## config.mk

```make
export PLATFORM = sky130hd
export DESIGN_NAME = nco_sweep_ctrl
export DESIGN_NICKNAME = d
export VERILOG_FILES = /design/src/rtl/nco_ctrl_pkg.sv /design/src/rtl/nco_dwell_timer.sv /design/src/rtl/nco_sweep_ctrl.sv
export SDC_FILE = /design/constraint.sdc
export NUM_CORES = 1
export LEC_CHECK = 0
export BUFFER_PORTS_ARGS = -buffer_cell sky130_fd_sc_hd__buf_2
export CORE_ASPECT_RATIO = 0.75
export CORE_MARGIN = 4
export CORE_UTILIZATION = 40
export CTS_CLUSTER_SIZE = 8
export DETAILED_ROUTE_END_ITERATION = 8
export HOLD_SLACK_MARGIN = 0.05
export PLACE_DENSITY = 0.66
export SETUP_SLACK_MARGIN = 0.05
export SLEW_MARGIN = 25
export SYNTH_ARGS = -nofsm -noshare
export SYNTH_HDL_FRONTEND = slang
export SYNTH_SLANG_ARGS = --single-unit
```

## constraint.sdc

```tcl
create_clock -name clk -period 15.7 [get_ports clk]
set_input_delay 2.355 -clock clk [delete_from_list [all_inputs] [get_ports clk]]
set_output_delay 2.355 -clock clk [all_outputs]
set_load 0.01 [all_outputs]
```

## src/rtl/nco_ctrl_pkg.sv

```systemverilog
// Shared types for the NCO sweep controller: sequencer states and waveform select codes.
// DWELL_DN exists only when NCO_SWEEP_BIDIR_EN is defined (triangle sweeps).
package nco_ctrl_pkg;

  localparam int NCO_ACC_W = 28;

  typedef enum logic [2:0] {
    IDLE  = 3'd0,
    SYNC  = 3'd1,
    DWELL = 3'd2,
    DONE  = 3'd3
`ifdef NCO_SWEEP_BIDIR_EN
    , DWELL_DN = 3'd4
`endif
  } state_t;

  typedef enum logic [1:0] {
    WAVE_SIN   = 2'd0,
    WAVE_RECT  = 2'd1,
    WAVE_SAW   = 2'd2,
    WAVE_NOISE = 2'd3
  } wave_t;

endpackage

```

## src/rtl/nco_dwell_timer.sv

```systemverilog
// Dwell counter: load clears, enable counts up, tc flags count == last (combinational, zero latency).
// No backpressure; the sequencer reloads it on tc to start the next step.
module nco_dwell_timer #(
  parameter int DWELL_W = 24
) (
  input  logic               clk,
  input  logic               rst,
  input  logic               load,
  input  logic               en,
  input  logic [DWELL_W-1:0] last,
  output logic               tc
);

  logic [DWELL_W-1:0] cnt;

  always_ff @(posedge clk or negedge rst) begin
    if (!rst) begin
      cnt <= '0;
    end else if (load) begin
      cnt <= '0;
    end else if (en) begin
      cnt <= cnt + 1'b1;
    end
  end

  assign tc = (cnt == last);

endmodule

```

## src/rtl/nco_sweep_ctrl.sv

```systemverilog
// Stepped-frequency sweep sequencer feeding one multi_nco (freq/pha/wavesel/accum_rst); all outputs registered.
// Optional NCO_SWEEP_BIDIR_EN adds cfg_bidir for up-then-down triangle sweeps. Start accepted only in IDLE; abort wins.
module nco_sweep_ctrl
  import nco_ctrl_pkg::*;
#(
  parameter int ACC_W   = NCO_ACC_W,
  parameter int DWELL_W = 24,
  parameter int REP_W   = 16
) (
  input  logic               clk,
  input  logic               rst,
  input  logic [ACC_W-1:0]   cfg_start_freq,
  input  logic [ACC_W-1:0]   cfg_stop_freq,
  input  logic [ACC_W-1:0]   cfg_step,
  input  logic [DWELL_W-1:0] cfg_dwell,
  input  logic [REP_W-1:0]   cfg_repeat,
  input  logic [ACC_W-1:0]   cfg_pha,
  input  logic [1:0]         cfg_wavesel,
`ifdef NCO_SWEEP_BIDIR_EN
  input  logic               cfg_bidir,
`endif
  input  logic               start,
  input  logic               abort,
  output logic [ACC_W-1:0]   freq,
  output logic [ACC_W-1:0]   pha,
  output logic [1:0]         wavesel,
  output logic               accum_rst,
  output logic               busy,
  output logic               done,
  output logic               sweep_trig
);

  state_t             state;
  logic [ACC_W-1:0]   sh_start, sh_stop, sh_step, sh_pha;
  logic [DWELL_W-1:0] sh_dwell_last;
  logic [REP_W-1:0]   sh_repeat, rep_cnt, rep_next;
  wave_t              sh_wave;

  logic [ACC_W:0]     up_sum;
  logic               up_ok, go_up, in_dwell, rep_last, tc;
`ifdef NCO_SWEEP_BIDIR_EN
  logic               sh_bidir;
  logic [ACC_W:0]     dn_diff;
  logic               dn_ok, go_dn;
`endif

  // Step arithmetic is one bit wider so a carry/borrow ends the sweep instead of wrapping.
  always_comb begin
    up_sum   = {1'b0, freq} + {1'b0, sh_step};
    up_ok    = (sh_step != '0) && !up_sum[ACC_W] && (up_sum[ACC_W-1:0] <= sh_stop);
    go_up    = (state == DWELL) && up_ok;
    rep_next = rep_cnt + 1'b1;
    rep_last = (sh_repeat != '0) && (rep_next == sh_repeat);
    in_dwell = (state == DWELL);
`ifdef NCO_SWEEP_BIDIR_EN
    in_dwell = (state == DWELL) || (state == DWELL_DN);
    dn_diff  = {1'b0, freq} - {1'b0, sh_step};
    dn_ok    = (sh_step != '0) && !dn_diff[ACC_W] && (dn_diff[ACC_W-1:0] >= sh_start);
    go_dn    = dn_ok && (((state == DWELL) && !up_ok && sh_bidir) || (state == DWELL_DN));
`endif
  end

  nco_dwell_timer #(.DWELL_W(DWELL_W)) u_timer (
    .clk  (clk),
    .rst  (rst),
    .load ((state == SYNC) || (in_dwell && tc)),
    .en   (in_dwell),
    .last (sh_dwell_last),
    .tc   (tc)
  );

  always_ff @(posedge clk or negedge rst) begin
    if (!rst) begin
      state         <= IDLE;
      freq          <= '0;
      pha           <= '0;
      wavesel       <= '0;
      accum_rst     <= 1'b0;
      busy          <= 1'b0;
      done          <= 1'b0;
      sweep_trig    <= 1'b0;
      sh_start      <= '0;
      sh_stop       <= '0;
      sh_step       <= '0;
      sh_pha        <= '0;
      sh_dwell_last <= '0;
      sh_repeat     <= '0;
      sh_wave       <= WAVE_SIN;
      rep_cnt       <= '0;
`ifdef NCO_SWEEP_BIDIR_EN
      sh_bidir      <= 1'b0;
`endif
    end else begin
      accum_rst  <= 1'b0;
      sweep_trig <= 1'b0;
      done       <= 1'b0;
      if (abort && (state != IDLE)) begin
        state <= IDLE;
        busy  <= 1'b0;
      end else begin
        case (state)
          IDLE: begin
            if (start && !abort) begin
              sh_start      <= cfg_start_freq;
              sh_stop       <= cfg_stop_freq;
              sh_step       <= cfg_step;
              sh_pha        <= cfg_pha;
              sh_dwell_last <= (cfg_dwell == '0) ? '0 : cfg_dwell - 1'b1;
              sh_repeat     <= cfg_repeat;
              sh_wave       <= wave_t'(cfg_wavesel);
`ifdef NCO_SWEEP_BIDIR_EN
              sh_bidir      <= cfg_bidir;
`endif
              rep_cnt       <= '0;
              state         <= SYNC;
              accum_rst     <= 1'b1;
              sweep_trig    <= 1'b1;
              busy          <= 1'b1;
            end
          end
          SYNC: begin
            freq    <= sh_start;
            pha     <= sh_pha;
            wavesel <= sh_wave;
            state   <= DWELL;
          end
`ifdef NCO_SWEEP_BIDIR_EN
          DWELL, DWELL_DN: begin
`else
          DWELL: begin
`endif
            if (tc) begin
              if (go_up) begin
                freq <= up_sum[ACC_W-1:0];
`ifdef NCO_SWEEP_BIDIR_EN
              end else if (go_dn) begin
                freq  <= dn_diff[ACC_W-1:0];
                state <= DWELL_DN;
`endif
              end else begin
                // Sweep boundary: either finish or restart phase-coherently through SYNC.
                rep_cnt <= rep_next;
                if (rep_last) begin
                  state <= DONE;
                  busy  <= 1'b0;
                  done  <= 1'b1;
                end else begin
                  state      <= SYNC;
                  accum_rst  <= 1'b1;
                  sweep_trig <= 1'b1;
                end
              end
            end
          end
          DONE:    state <= IDLE;
          default: state <= IDLE;
        endcase
      end
    end
  end

endmodule

```

# Yosys cells after proc, flatten, opt, wreduce, memory -nomap -nowiden
# Cells that the tools add are included.
[totals]
in_bits = 158
wordCells = 92
out_inout_bits = 62
regBits = 258
[op_classes]
bitwise = 1
eq_ne = 12
n_addsub = 4
n_lt_le_gt_ge = 1
n_mux = 33
n_reduce_logical = 25
[ops]
columns = ["cell", "n"]
rows = [
  ["$mux 24", 3],
  ["$mux 28", 2],
  ["$pmux 28 s2", 1],
  ["$mux 16", 3],
  ["$pmux 16 s2", 1],
  ["$add 28x28->29", 1],
  ["$le 28x28->1", 1],
  ["$reduce_bool 28->1", 1],
  ["$add 24x1->24 const B", 1],
  ["$eq 24x24->1", 1],
  ["$logic_not 24->1", 1],
  ["$sub 24x1->24 const B", 1],
  ["$add 16x1->16 const B", 1],
  ["$eq 16x16->1", 1],
  ["$reduce_bool 16->1", 1],
  ["$mux 1", 15],
  ["$mux 3", 4],
  ["$reduce_and 5->1", 2],
  ["$pmux 3 s3", 1],
  ["$logic_and 1x1->1", 7],
  ["$ne 2x2->1 const B", 3],
  ["$ne 3x1->1 const B", 2],
  ["$reduce_and 3->1", 2],
  ["$reduce_bool 2->1", 3],
  ["other kinds (14)", 17],
]

# Depth between registers and ports, before layout
# Gate-level depths: netlist of run 1.
[logic_depth]
ltp_word = 9
mapped_depth = 20
depth_no_buf = 18

# Modules after synthesis
# A second synthesis of run 1 with hierarchy kept.
[unflattened]
cells_unflattened = 1564
hier_area_um2 = 14283.7
[modules_own_cells]
columns = ["mod", "n_inst", "area_each_um2", "cells_each", "seq_area_each_um2"]
rows = [
  ["nco_sweep_ctrl", 1, 12738.5, 1402, 5830.6],
  ["nco_dwell_timer", 1, 1545.2, 162, 600.6],
]

# Least setup slack after synthesis of run 1
# Ideal clock, no wire load.
[synth_path]
kind = "register -> register"
from = "register freq[0]"
to = "register freq[11]"
arrival_time_ns = 4.885
required_time_ns = 15.575
n_path_buf = 1
path_slack_ns = 10.690
path_stages_with_launch = 20
path_cell_list = "dfrtp_1 ha_1 fa_1 a21oi_1 o22ai_1 nor3_1 o31ai_1 a21o_1 a21oi_1 xnor2_1 ha_1 a21oi_2 nand2_1 a221o_1 or3_4 a2111oi_4 nand2_2 o32ai_4 buf_6 mux2_4"
[synth_via]
elab_chain_cells = 7
[synth_lines]
columns = ["element", "line", "rtl"]
rows = [
  ["start, declared", "nco_sweep_ctrl.sv:24", "output logic [ACC_W-1:0] freq,"],
  ["start signal, assigned", "nco_sweep_ctrl.sv:122", "freq <= sh_start;"],
  ["start signal, assigned", "nco_sweep_ctrl.sv:134", "freq <= up_sum[ACC_W-1:0];"],
  ["$add 28x28->29 *", "nco_sweep_ctrl.sv:49", "up_sum = {1'b0, freq} + {1'b0, sh_step};"],
  ["parallel branches: the longest is 6 deep, another holds $le 28x28->1", "-", ""],
]
# Every way passes the cells marked *. The select of a mux whose other input is x is not followed.
# A chain may end at the register's enable or synchronous reset.

# Final worst setup path of run 1
[layout_path]
from = "register freq[0]"
to = "register freq[1]"
# The elaborated chain is that of the path after synthesis.

==> key figures, run 1 <==
Outcome
  • Status: completed

Synthesis
  • Yosys warnings: 0
  • Number of enable flip-flop cells after synthesis: 0
  • Primary FF master, synth: dfrtp_1
  • Syn_nets: 1519
  • Asr flop ratio synth: 1.00
  • Synth Area per Inst: 10.9 um^2
  • Number of distinct library cells after synthesis: 71
  • Register area share after synthesis: 0.454
  • Post-Synthesis Cells: 1297
  • Synthesized flop and latch total: 257
  • Cell area after synthesis: 14200 um^2

Power
  • Clk pwr share: 0.187
  • Pint: 2.35 mW
  • Sw Ratio: 0.411
  • Switching power: 1.64 mW
  • Peak VDD IR: 119 uV
  • Sequential power share: 0.298
  • LEAKAGE: 7.54 nW
  • Combinational power share: 0.515
  • PwrDens: 239 nW/um^2

Finish
  • Layout cells sized above 1: 0.326
  • Util after Layout: 0.482
  • Final net count: 1728
  • Synth-to-layout area growth: 18.3%
  • Fillers: 3220
  • Antenna cells: 0
  • Post-route non-filler standard cell count: 1967

Clock network
  • Resized Gates After CTS: 0
  • Clk_lat worst skew: 0.53 ns
  • Clk slew on worst S/H paths: 0.05 ns
  • Number of post-CTS setup repair buffers: 0
  • CTS Sinks: 257
  • CTS Buf Count: 38
  • CTS root buf: clkbuf_16
  • Clock tree buffer depth: 3
  • H-tree levels: 2
  • Hold Buf Count CTS: 0
  • CTS tree: yes

Setup path
  • R2R setup slack: 9.82 ns
  • Buf+Inv Stages, Crit Path: 1
  • Crit path cell chain: ha_1 -> fa_1 -> a21oi_1 -> o22ai_1 -> nor3_1 -> o31ai_1 -> a21o_1 -> a21oi_1 -> xnor2_1 -> ha_1 -> nand4_1 -> nor4_1 -> nor4b_1 -> a21oi_1 -> a2111oi_4 -> nand2_2 -> o32ai_4 -> buf_4 -> mux2_2
  • Worst EP arrival: 6.29 ns
  • CP endpoint kind: flop
  • Slowest-stage cell, CP: buf_4
  • Largest stage delay on the critical path: 0.51 ns
  • Reg-to-Reg End: freq[1]$_DFFE_PN0P_
  • Worst path most repeated cell: a21oi_1
  • Delay-heaviest family, CP: compound AO/OA/AOI/OAI gates
  • Crit-path max FO: 28
  • Worst path required time: 16.10 ns
  • Setup CP Type: reg2reg
  • Worst r2r src: freq[0]$_DFFE_PN0P_
  • Cells on worst reg2reg path: 19
  • Startpoint type of the worst setup path: flop

Placed design
  • Placer Congestion: 0.924
  • Placed cell count: 1922
  • Placement Setup Slack: 9.90 ns
  • HPWL after detailed placement: 27.5 mm
  • Count of input and output buffers: 219

STA
  • Final slew viol count: 0
  • Max_slew headroom: 0.398
  • Tcrit/Tclk final: 0.375
  • Clock Skews: 0.0129 ns
  • Final hold vios: 0
  • Hold slack: 0.493 ns
  • RSZ-0062 raised after global routing: no
  • Setup tns final: 0 ns
  • Fin crit period: 5.88 ns
  • Actual slew at the worst max-slew pin: 0.903 ns
  • Worst setup margin: 9.82 ns
  • Final setup viols: 0
  • Fmax: 170 MHz

Floorplan
  • Starting Density: 0.407
  • Die Height: 171 um
  • Die area: 38500 um^2
  • IO Pins: 220
  • Total core area: 34800 um^2
  • Cell Rows: 59
  • Die W: 225 um

Detailed routing
  • Remaining antenna violation count: 0
  • Drt total wl: 37.8 mm
  • Drc violations: 0
  • Drt first pass iters: 6
  • Vias per Instance: 5.45
  • Iteration-0 DRC Markers: 578
  • Vias: 10.7k
  • WL per Instance: 19.2 um

Worst hold path
  • Worst hold path endpoint: pha[11]$_DFFE_PN0P_
  • Hold_sp: sh_pha[11]$_DFFE_PN0P_
  • Hold Crit Class: reg2reg
  • Hold Path Depth: 1

Global routing
  • Initial antenna violation count: 2
  • Total Routing Usage GR: 0.192
  • Pin count of the biggest net entering global routing: 146
  • First-pass GRT wire length: 59.2 mm
  • Vias in the first global route: 10.8k
  • Aggregate global routing overflow: 0

Job
  • Max-capacitance violation count: 0
==> area by class of cell <==
type / instances / area (um^2) / share of cell area
timing repair buffer: 230 / 1210 / 0.0725
tap: 457 / 572 / 0.0342
sequential: 257 / 6430 / 0.384
multi-input combinational: 921 / 7250 / 0.433
clock buffer: 40 / 968 / 0.0578
clock inverter: 4 / 88.8 / 0.00531
inverter: 58 / 218 / 0.0130
==> kinds of logic after synthesis <==
family | Yosys count | share of synthesized area
AOI/OAI and AO/OA | 213 | 0.102
muxes | 210 | 0.170
adders and majority gates | 64 | 0.0571
DFF | 257 | 0.454
and+or+nand+nor | 326 | 0.115
xor gates and xnor gates | 108 | 0.0668
buffers and inverters | 119 | 0.0344
==> state kept, by name, indices dropped and copies added, names as in the netlist <==
register,count
freq,28
pha,28
sh_pha,28
sh_start,28
sh_step,28
sh_stop,28
sh_dwell_last,24
u_timer.cnt,24
rep_cnt,16
sh_repeat,16
sh_wave,2
state,2
wavesel,2
busy,1
done,1
sweep_trig,1
==> per-stage QoR <==
step | area (um^2) | power, mW
6_report | 16700 | 4.00
4_1_cts | 16700 | 4.01
5_1_grt | 16700 | 4.30
3_5_place_dp | 15700 | 3.23
2_1_floorplan | 14200 | 2.64
3_3_place_gp | 15700 | 3.18
==> per-layer routing <==
metal | routed length [um] | vias to the layer above | global-route usage
li1 | - | 5072 | -
met1 | 18000 | 5274 | 0.281
met2 | 16000 | 319 | 0.282
met3 | 3020 | 58 | 0.0571
met4 | 818 | 4 | 0.0463
met5 | 27 | - | 0
==> power by group through the flow <==
stage / combinational, mW / clock [mW] / sequential (mW)
4_1_cts: 2.05 / 0.773 / 1.19
5_1_grt: 2.27 / 0.805 / 1.22
6_report: 2.06 / 0.747 / 1.19
3_3_place_gp: 2.00 / 0 / 1.18
2_1_floorplan: 1.49 / 0 / 1.15
3_5_place_dp: 2.04 / 0 / 1.20
==> cells in the mapped netlist, drive strengths merged (4+ instances only) <==
master	count	area share
mux2i	9	0.0064
and2	10	0.0044
and4	5	0.0031
o211ai	5	0.0027
dfrtp	257	0.45
a211oi	11	0.0058
a211o	4	0.0025
o31ai	30	0.016
or2	6	0.0028
buf	12	0.0057
o22ai	5	0.0022
nor2b	8	0.0035
a21oi	51	0.018
and3	11	0.0049
nand2	83	0.022
ha	63	0.056
xor2	42	0.026
nand3b	4	0.0021
nand3	31	0.011
nand4	25	0.011
nand2b	5	0.0022
nor2	73	0.019
o21ai	47	0.017
nor4	27	0.012
or3	7	0.0034
mux2	201	0.16
a31oi	9	0.0040
nor3	22	0.0078
inv	58	0.015
a21o	11	0.0059
o21a	4	0.0021
clkbuf	49	0.013
or4	6	0.0032
o21bai	5	0.0027
xnor2	66	0.041
==> worst max-delay path by stage <==
stage                                      start                   end  slack [ns]  cells after the start
after floorplan              freq[0]$_DFFE_PN0P_  freq[11]$_DFFE_PN0P_       10.69                     19
after global placement       freq[0]$_DFFE_PN0P_   freq[0]$_DFFE_PN0P_       10.10                     19
after detailed placement     freq[0]$_DFFE_PN0P_   freq[4]$_DFFE_PN0P_        9.90                     19
after CTS                    freq[0]$_DFFE_PN0P_   freq[1]$_DFFE_PN0P_        9.86                     19
after global routing      sh_step[0]$_DFFE_PN0P_   freq[0]$_DFFE_PN0P_        9.45                     19
final                        freq[0]$_DFFE_PN0P_   freq[1]$_DFFE_PN0P_        9.82                     19
==> layout by cell type, fill, tap and decap left out, types with 6 or more instances in the layout <==
cell         n
a211oi_1    11
a21o_1      10
a21oi_1     50
a31oi_1      9
and2_1       9
and3_1      11
buf_2      218
buf_4        9
clkbuf_16   38
dfrtp_1    257
ha_1        62
inv_1       58
mux2_2     186
mux2_4      15
mux2i_1      9
nand2_1     82
nand3_1     30
nand4_1     25
nor2_1      72
nor2b_1      8
nor3_1      22
nor4_1      26
o21ai_0     47
o31ai_1     30
or3_1        6
or4_1        6
xnor2_1     66
xor2_1      42
Power figures use the tool's default switching activity.
==> run 2, diff against run 1 <==
- clock period: 15.7 -> 5.68 ns (I/O delays scaled with it)
==> key figures, run 2 (synthesis gave the netlist of run 1 again) <==
STA
  • Fin crit period: 5.40 ns (was 5.88 ns)
  • Tcrit/Tclk final: 0.951 (was 0.375)
  • Fmax: 185 MHz (was 170 MHz)
  • Final hold vios: 0 (unchanged)
  • Max_slew headroom: 0.415 (was 0.398)
  • Final slew viol count: 0 (unchanged)
  • Final setup viols: 0 (unchanged)
  • RSZ-0062 raised after global routing: no (unchanged)
  • Setup tns final: 0 ns (unchanged)
  • Actual slew at the worst max-slew pin: 0.869 ns (was 0.903 ns)
  • Clock Skews: 0.0298 ns (was 0.0129 ns)
  • Worst setup margin: 0.276 ns (was 9.82 ns)

Floorplan
  • Cell Rows: 59 (unchanged)
  • IO Pins: 220 (unchanged)
  • Die Height: 171 um (unchanged)
  • Die area: 38500 um^2 (unchanged)
  • Total core area: 34800 um^2 (unchanged)
  • Starting Density: 0.407 (unchanged)
  • Die W: 225 um (unchanged)

Detailed routing
  • WL per Instance: 19.3 um (was 19.2 um)
  • Drt total wl: 38.1 mm (was 37.8 mm)
  • Iteration-0 DRC Markers: 729 (was 578)
  • Remaining antenna violation count: 0 (unchanged)
  • Vias: 10.9k (was 10.7k)
  • Vias per Instance: 5.51 (was 5.45)
  • Drc violations: 0 (unchanged)
  • Drt first pass iters: 5 (was 6)

Finish
  • Fillers: 3168 (was 3220)
  • Final cell area excluding filler cells: 16700 um^2 (about the same)
  • Synth-to-layout area growth: 18.4% (was 18.3%)
  • Seq. cell area: 6430 um^2 (unchanged)
  • Area of the multi-input gates: 7260 um^2 (was 7250 um^2)
  • Layout cells sized above 1: 0.327 (was 0.326)
  • Most frequent cells in the layout: dfrtp_1, buf_2, mux2_2 (unchanged)
  • Commonest non-fill, non-tap cell in the layout: dfrtp_1 (unchanged)
  • Final net count: 1730 (was 1728)

Clock network
  • Clk_lat worst skew: 0.54 ns (was 0.53 ns)
  • H-tree levels: 2 (unchanged)
  • CTS root buf: clkbuf_16 (unchanged)
  • Number of post-CTS setup repair buffers: 0 (unchanged)
  • Resized Gates After CTS: 0 (unchanged)
  • CTS Buf Count: 38 (unchanged)
  • Clock tree buffer depth: 3 (unchanged)
  • CTS Sinks: 257 (unchanged)
  • Clk slew on worst S/H paths: 0.05 ns (about the same)
  • CTS tree: yes (unchanged)
  • Hold Buf Count CTS: 0 (unchanged)

Setup path
  • Slowest-stage cell, CP: a2111oi_4 (was buf_4)
  • Beginning of the critical path: sh_step[0]$_DFFE_PN0P_ (was freq[0]$_DFFE_PN0P_)
  • Reg-to-Reg End: freq[1]$_DFFE_PN0P_ (unchanged)
  • R2R setup slack: 0.28 ns (was 9.82 ns)
  • Worst r2r src: sh_step[0]$_DFFE_PN0P_ (was freq[0]$_DFFE_PN0P_)
  • Crit path cell chain: ha_1 -> fa_1 -> a21oi_1 -> o22ai_1 -> or3_1 -> nand3_1 -> a211oi_1 -> or4_1 -> and2_1 -> ha_1 -> nand4_1 -> nor4b_1 -> a21oi_1 -> a2111oi_4 -> nand2_2 -> o32ai_4 -> buf_12 -> mux2_2 (was ha_1 -> fa_1 -> a21oi_1 -> o22ai_1 -> nor3_1 -> o31ai_1 -> a21o_1 -> a21oi_1 -> xnor2_1 -> ha_1 -> nand4_1 -> nor4_1 -> nor4b_1 -> a21oi_1 -> a2111oi_4 -> nand2_2 -> o32ai_4 -> buf_4 -> mux2_2)
  • CP endpoint kind: flop (unchanged)
  • Worst path required time: 6.09 ns (was 16.10 ns)
  • Cells on worst reg2reg path: 18 (was 19)
  • Startpoint type of the worst setup path: flop (unchanged)
  • Largest stage delay on the critical path: 0.45 ns (was 0.51 ns)
  • Crit-path max FO: 28 (unchanged)
  • Setup CP Type: reg2reg (unchanged)
  • Worst Setup EP: freq[1]$_DFFE_PN0P_ (unchanged)
  • Worst EP arrival: 5.81 ns (was 6.29 ns)

Outcome
  • Status: completed (unchanged)

Power
  • LEAKAGE: 7.54 nW (about the same)
  • PwrDens: 660 nW/um^2 (was 239 nW/um^2)
  • Peak VDD IR: 338 uV (was 119 uV)

Placed design
  • Placement Setup Slack: 0.274 ns (was 9.90 ns)
  • Count of input and output buffers: 219 (unchanged)
  • Placed cell areas: 15700 um^2 (about the same)
  • Placer Congestion: 0.926 (was 0.924)
  • HPWL after detailed placement: 27.7 mm (was 27.5 mm)

Global routing
  • Aggregate global routing overflow: 0 (unchanged)
  • Total Routing Usage GR: 0.196 (was 0.192)
  • First-pass GRT wire length: 60.5 mm (was 59.2 mm)
  • Pin count of the biggest net entering global routing: 116 (was 146)
  • Initial antenna violation count: 4 (was 2)
  • Vias in the first global route: 10.9k (was 10.8k)

Job
  • Max-capacitance violation count: 0 (unchanged)

Worst hold path
  • Hold Crit Class: in2async (was reg2reg)
[run 2: cell types whose count changed in the layout (fill, tap and decap cells not counted), sizes merged]
cell	change
buf	+2
bufinv	-1
clkinvlp	+1
diode	+2
[run 2: cell type report]
| class | count | area share |
|---|---|---|
| clock inverters | 4 | 0.00396 |
| diodes | 2 | 0.000299 |
| inverters | 58 | 0.0130 |
| repair buffers | 232 | 0.0741 |
| clock buffers | 40 | 0.0572 |
| well taps | 457 | 0.0341 |
| multi-input cells | 921 | 0.433 |
| flip-flops and latches | 257 | 0.384 |
[run 2: where the power goes]
group	leakage (nW)	internal, mW	switching (mW)	total [mW]
logic	3.90	2.63	3.12	5.75
registers	3.14	2.65	0.642	3.29
clock network	0.497	1.20	0.823	2.02
total	7.54	6.47	4.58	11.1
[run 2: critical path: cells and delay by family, from the launching register on]
kind / cells / cell delay (ns)
adder cells (fa/ha/maj): 3 / 0.95
AND/OR/NAND/NOR: 7 / 1.86
buffers and inverters: 1 / 0.29
flip-flops: 1 / 0.41
AO/OA/AOI/OAI: 6 / 1.41
multiplexers: 1 / 0.36
[run 2: stage by stage]
step                hold slack, ns  utilization  total power [mW]  instances
global route                 0.373        0.482              11.9       1970
finish                       0.299        0.482              11.1       1971
floorplan                    0.469            -              7.30       1297
detailed placement           0.488        0.452              8.98       1925
CTS                          0.351        0.481              11.1       1969
global placement             0.480        0.452              8.87       1925
[run 2: metal layers]
layer / up-vias / wire length (um) / part of all wire / GRT usage
met4: 6 / 685 / 0.018 / 0.0421
met3: 65 / 3530 / 0.093 / 0.0630
met2: 368 / 16300 / 0.43 / 0.288
met1: 5351 / 17500 / 0.46 / 0.285
li1: 5079 / - / - / -
met5: - / 41 / 0.0011 / 0
[run 2: how the worst min path moves through the flow]
stage          cells after the start                           from  slack (ns)                       endpoint
5_1_grt                            1                            rst        0.37        sh_step[19]$_DFFE_PN0P_
6_report                           1                            rst        0.30        sh_step[19]$_DFFE_PN0P_
2_1_floorplan                      2  sh_dwell_last[13]$_DFFE_PN0P_        0.47  sh_dwell_last[13]$_DFFE_PN0P_
3_5_place_dp                       1             pha[6]$_DFFE_PN0P_        0.49             pha[6]$_DFFE_PN0P_
4_1_cts                            1                            rst        0.35        sh_step[19]$_DFFE_PN0P_
3_3_place_gp                       1         sh_pha[11]$_DFFE_PN0P_        0.48            pha[11]$_DFFE_PN0P_
